<file path="config.mk">
export PLATFORM = sky130hd
export DESIGN_NAME = spi_slave_ctrl
export DESIGN_NICKNAME = d
export VERILOG_FILES = /design/src/rtl/spi_slave_ctrl.sv
export SDC_FILE = /design/constraint.sdc
export NUM_CORES = 1
export LEC_CHECK = 0
export CAP_MARGIN = 10
export CELL_PAD_IN_SITES_DETAIL_PLACEMENT = 0
export CELL_PAD_IN_SITES_GLOBAL_PLACEMENT = 2
export CORE_AREA = 3 3 53 55
export CTS_BUF_LIST = sky130_fd_sc_hd__clkbuf_8
export CTS_CLUSTER_DIAMETER = 120
export CTS_CLUSTER_SIZE = 16
export DETAILED_ROUTE_END_ITERATION = 8
export DIE_AREA = 0 0 56 58
export PLACE_DENSITY = 0.87
export SYNTH_ARGS = -nofsm -noshare
export SYNTH_HDL_FRONTEND = slang
export SYNTH_SLANG_ARGS = --single-unit
</file>
<file path="constraint.sdc">
create_clock -name clk -period 2.55 [get_ports clk]
set_input_delay 0.3825 -clock clk [delete_from_list [all_inputs] [get_ports clk]]
set_output_delay 0.3825 -clock clk [all_outputs]
set_load 0.03 [all_outputs]
</file>
<file path="src/rtl/spi_slave_ctrl.sv">
// spi_slave_ctrl: SPI slave command FSM sequencing write, read-address and read-data frames
module spi_slave_ctrl #(
  parameter int TX_WIDTH = 8
) (
  input  logic                clk,
  input  logic                rst,
  input  logic                ss_n,
  input  logic                mosi,
  input  logic                rx_valid,
  input  logic                tx_valid,
  input  logic [TX_WIDTH-1:0] tx_data,
  output logic                deser_en,
  output logic                miso,
  output logic                rd_addr_rcvd,
  output logic                busy
);
  localparam int CW = $clog2(TX_WIDTH) + 1;
  typedef enum logic [2:0] {IDLE, CHK_CMD, WRITE, READ_ADD, READ_DATA, READ_WAIT, READ_TX, DONE} state_t;
  state_t state, state_nxt;
  logic [TX_WIDTH-1:0] shift;
  logic [CW-1:0] cnt;
  logic last;
  assign last = cnt == CW'(TX_WIDTH - 1);
  assign deser_en = state == WRITE || state == READ_ADD || state == READ_DATA;
  assign miso = state == READ_TX ? shift[TX_WIDTH-1] : 1'b0;
  assign busy = state != IDLE;
  // state register
  always_ff @(posedge clk or negedge rst)
    if (!rst) state <= IDLE;
    else state <= state_nxt;
  // next state; a released slave select always wins and returns to IDLE
  always_comb begin
    state_nxt = state;
    case (state)
      IDLE:      state_nxt = ss_n ? IDLE : CHK_CMD;
      CHK_CMD:   state_nxt = mosi ? (rd_addr_rcvd ? READ_DATA : READ_ADD) : WRITE;
      WRITE:     state_nxt = rx_valid ? DONE : WRITE;
      READ_ADD:  state_nxt = rx_valid ? DONE : READ_ADD;
      READ_DATA: state_nxt = rx_valid ? READ_WAIT : READ_DATA;
      READ_WAIT: state_nxt = tx_valid ? READ_TX : READ_WAIT;
      READ_TX:   state_nxt = last ? DONE : READ_TX;
      DONE:      state_nxt = DONE;
      default:   state_nxt = IDLE;
    endcase
    if (ss_n) state_nxt = IDLE;
  end
  // read-data shifter, bit counter and held-address flag; an abort leaves the flag untouched
  always_ff @(posedge clk or negedge rst)
    if (!rst) begin
      shift <= '0;
      cnt <= '0;
      rd_addr_rcvd <= 1'b0;
    end else begin
      if (state == READ_WAIT && tx_valid) begin
        shift <= tx_data;
        cnt <= '0;
      end else if (state == READ_TX) begin
        shift <= shift << 1;
        cnt <= cnt + 1'b1;
      end
      if (!ss_n && state == READ_ADD && rx_valid) rd_addr_rcvd <= 1'b1;
      else if (!ss_n && state == READ_TX && last) rd_addr_rcvd <= 1'b0;
    end
endmodule

</file>
# --- After elaboration in Yosys (flattened, before gate mapping) ---
# Cells that the tools add are included.
word_totals:
  ff_bits: 16
  in_bits: 14
  output_inout_bits: 4
  word_cells: 41
classes:
  add_sub_neg: 1
  n_eq_ne: 8
  mux: 16
  reduce_logical: 12
ops:
  columns: ["operator", "n"]
  rows:
  - ["$pmux W3 S8", 1]
  - ["$mux W8", 2]
  - ["$mux W3", 5]
  - ["$eq A3 B3 Y1 const B", 4]
  - ["$mux W4", 2]
  - ["$eq A3 B2 Y1 const B", 2]
  - ["$logic_and A1 B1 Y1", 5]
  - ["$mux W1", 5]
  - ["$add A4 B1 Y4 const B", 1]
  - ["$eq A4 B3 Y1 const B", 1]
  - ["$reduce_bool A2 Y1", 2]
  - ["$eq A3 B1 Y1 const B", 1]
  - ["$logic_not A3 Y1", 1]
  - ["$reduce_bool A3 Y1", 1]
  - ["$logic_or A1 B1 Y1", 2]
  - ["$mux W2", 1]
  - ["$logic_not A1 Y1", 1]

# --- Logic depth before layout (Yosys ltp) ---
logic_depth:
  word_depth: 5
  ltp_mapped: 5
  mapped_depth_nobuf: 4

# --- Worst setup path before layout ---
# No wires, ideal clock.
synth_path:
  path_type: "register to output"
  startpoint: "register state[0]"
  endpoint: "output port miso"
  arrival_time_ns: 1.185
  t_required_ns: 2.168
  setup_slack_ns: 0.983
  stages_incl_launch_ff: 4
  path_buffers: 1
  cell_sequence: "dfrtp_1 -> and3b_2 -> buf_2 -> and2_1"
synth_between:
  elab_chain_cells: 2
synth_lines:
  columns: ["element", "line", "source"]
  rows:
  - ["start: declaration", "19", "state_t state, state_nxt;"]
  - ["start signal: assignment", "30", "else state <= state_nxt;"]
  - ["$eq A3 B3 Y1", "25", "assign miso = state == READ_TX ? shift[TX_WIDTH-1] : 1'b0;"]
  - ["$mux W1", "25", null]
  - ["end: declaration", "13", "output logic miso,"]
# No other way between the ends.

# --- Final worst setup path ---
# Ends and elaborated chain as after synthesis.

==> flow_metrics.tcl <==
set metrics [dict create \
    finalSetupTns_ns 0 \
    synth_cell_type_count 31 \
    dpl_cell_area_um2 1028 \
    crit_path_max_incr_delay_ns 0.66 \
    startpoint_type "register" \
    dp_hpwl_um 1201 \
    synth_area_leader_cell "dfrtp_1" \
    critPathKind "reg2out" \
    post_drt_wl_per_cell_um 13.31 \
    viasPerCell 5.234 \
    cts.sinks 16 \
    drv_cap 0 \
    chipHeight_um 58 \
    fmax_mhz 420.9 \
    grt_start_max_net_pins 17 \
    endpoint_kind "primary output" \
    cts_resized 0 \
    setup_viol 0 \
    syn_area_per_cell_um2 10.92 \
    ys.warnings.count 0 \
    ctsHtreeMaxLevel 1 \
    antenna_found_initial 0 \
    status "finished, final reports clean" \
    final_max_slew_viol_count 0 \
    wl_um 1650 \
    drtAntennaViolNets 0 \
    ys_ff_latch 16 \
    fin_area_um2 1070 \
    nFillCells 249 \
    initial_utilization_pct 34.10 \
    root_buffer "clkbuf_8" \
    pin_count 18 \
    worstMarginPinSlew_ns 0.6950 \
    critPathTopFamily "buffers and inverters" \
    final_core_util_pct 43.98 \
    die_area_um2 3248 \
    fin_skew_ns 0.004403 \
    core_um2 2432 \
    hold_class "reg2reg" \
    cts_tree "built" \
    finalWorstPathRequiredPeriod_ns 2.376 \
    critPathBufInv 1 \
    grt_overflow_total 0 \
    io_buffers 17 \
    rows 18 \
    syn_area_um2 829.5 \
    syn-num-nets 91 \
    grt_use_total_pct 11.92 \
    slew_headroom_pct 53.52 \
    drtIter0Drc 19 \
    grt_pass1_vias 689 \
    rsz0062_at_grt "no" \
    cp.required_ns 2.17 \
    drc 0 \
    drive_gt1_share_pct 12.77 \
    cellLeakagePower_uw 0.0004735 \
    syn2layout_area_growth_pct 28.96 \
    crit_path_top_delay_cell "clkdlybuf4s50_1" \
    cts_max_path_buffers 2 \
    synth_top_area_share_pct 48.27 \
    clk_pin_slew_ns 0.06 \
    highest_layer "met4" \
    critPathArrivalTime_ns 1.99 \
    fin_crit_sh_pct 93.18 \
    ys_top_cells_by_area "dfrtp_1 48%, a22o_1 7.4%, mux2i_1 4.8%" \
    dr_wl_met3_um 71 \
    total_power_uw 1005 \
    crit_path_max_fanout 13 \
    met2_length_um 741 \
    nets 111 \
    path_cells "and3b_2, and2_1, clkdlybuf4s50_1" \
    antenna_cells 0 \
    die-width_um 56 \
    syn_inst 76 \
    ys_seq_area_share_pct 48.27 \
    drt-pass1-iter-count 4 \
    grt_first_pass_wirelength_um 3070 \
    wl_met1_um 817 \
    numCtsBuffers 3 \
    postCtsSetupRepairBufs 0 \
    hold_buffers 0 \
    p_per_area_nw_per_um2 939.5 \
    gp_congestion 0.7887 \
    holdWs_ns 0.4670 \
    insertion_delay_ns 0.25 \
    vdd_drop_max_uv 393.8 \
    final_hold_viol_count 0 \
    num_vias 649 \
]
==> worst register-to-register path: stages, from the launching register on <==
cell,delay (ns)
dfrtp_1,0.38
buf_4,0.17
and4b_1,0.50
nor2_1,0.21
a22o_1,0.22
==> kinds of logic (layout without fill, tap and decap cells) <==
kind of cell	after synthesis	in the layout	share of synthesized area [%]
compound gates	21	21	19.61
flops	16	16	48.26
simple gates	25	25	18.10
xor+xnor	2	2	2.112
fa+ha+maj	1	1	1.508
buf+inv	6	24	4.223
mux	5	5	6.184
==> per-stage QoR <==
step	worst slack (ns)	std cells
3_3_place_gp	0.4926	121
4_1_cts	0.1778	124
5_1_grt	0.1232	124
3_5_place_dp	0.4563	121
6_report	0.1739	124
2_1_floorplan	0.9830	76
==> final timing paths <==
kind / start / to / slack [ns] / depth (start not counted)
worst min-delay path: shift[7] / shift[7] / 0.47 / 1
worst max-delay path: state[0] / miso / 0.17 / 3
worst min register to register: shift[7] / shift[7] / 0.47 / 1
min in group asynchronous: rst / shift[6] / 0.55 / 1
worst max register to register: state[1] / shift[0] / 0.96 / 4
max in group asynchronous: rst / state[1] / 1.55 / 1
==> cell type report <==
class                      instances  area (um2)  share of cell area, %
clock buffer                       3       41.29                  3.860
inverter                           1       3.754                 0.3509
multi-input combinational         54       394.1                  36.84
sequential                        16       400.4                  37.43
tap                               30       37.54                  3.509
timing repair buffer              20       192.7                  18.01
==> cells in the final DEF, fill, tap and decap left out, types with 2 or more instances in the layout <==
| master | n |
|---|---|
| buf_4 | 3 |
| a21oi_1 | 3 |
| a21o_1 | 5 |
| nand4b_1 | 2 |
| mux2i_1 | 4 |
| dfrtp_1 | 16 |
| nand2b_1 | 2 |
| clkbuf_8 | 3 |
| clkdlybuf4s50_1 | 17 |
| a22o_1 | 7 |
| nor2_1 | 7 |
| nand2_1 | 3 |
| o21ai_1 | 2 |
| nand4_1 | 2 |
==> registers in the layout, summed over array words and instances, names as in the netlist <==
signal	flops
cnt	4
rd_addr_rcvd	1
shift	8
state	3
==> metal layers <==
metal	global-route usage, %	vias up
met5	0	-
met4	5.085	0
met3	3.341	2
met2	18.70	13
met1	15.50	317
li1	-	317
==> power by group <==
part           switching (uW)  internal (uW)  total [uW]
sequential               83.7            367         450
combinational             176            195         371
clock                    79.4            105         184
total                     339            666        1010
==> Yosys cell counts <==
cell type	count
inv_1	1
and4b_1	1
nor2b_1	1
nand2_1	3
nor2_1	7
a31oi_1	1
xnor2_1	1
nand4b_1	2
and2_1	1
a21oi_1	3
nand4_1	2
dfrtp_1	16
nand3b_1	1
xor2_1	1
mux2_2	1
or3b_1	1
nor3_1	1
a21o_1	5
o211ai_2	1
a31o_2	1
o21ai_1	2
ha_1	1
or3_2	1
a22o_1	7
nand2b_2	1
nand2b_1	2
mux2i_1	4
buf_2	4
a2111o_1	1
buf_6	1
and3b_2	1
Power figures use the tool's default switching activity.
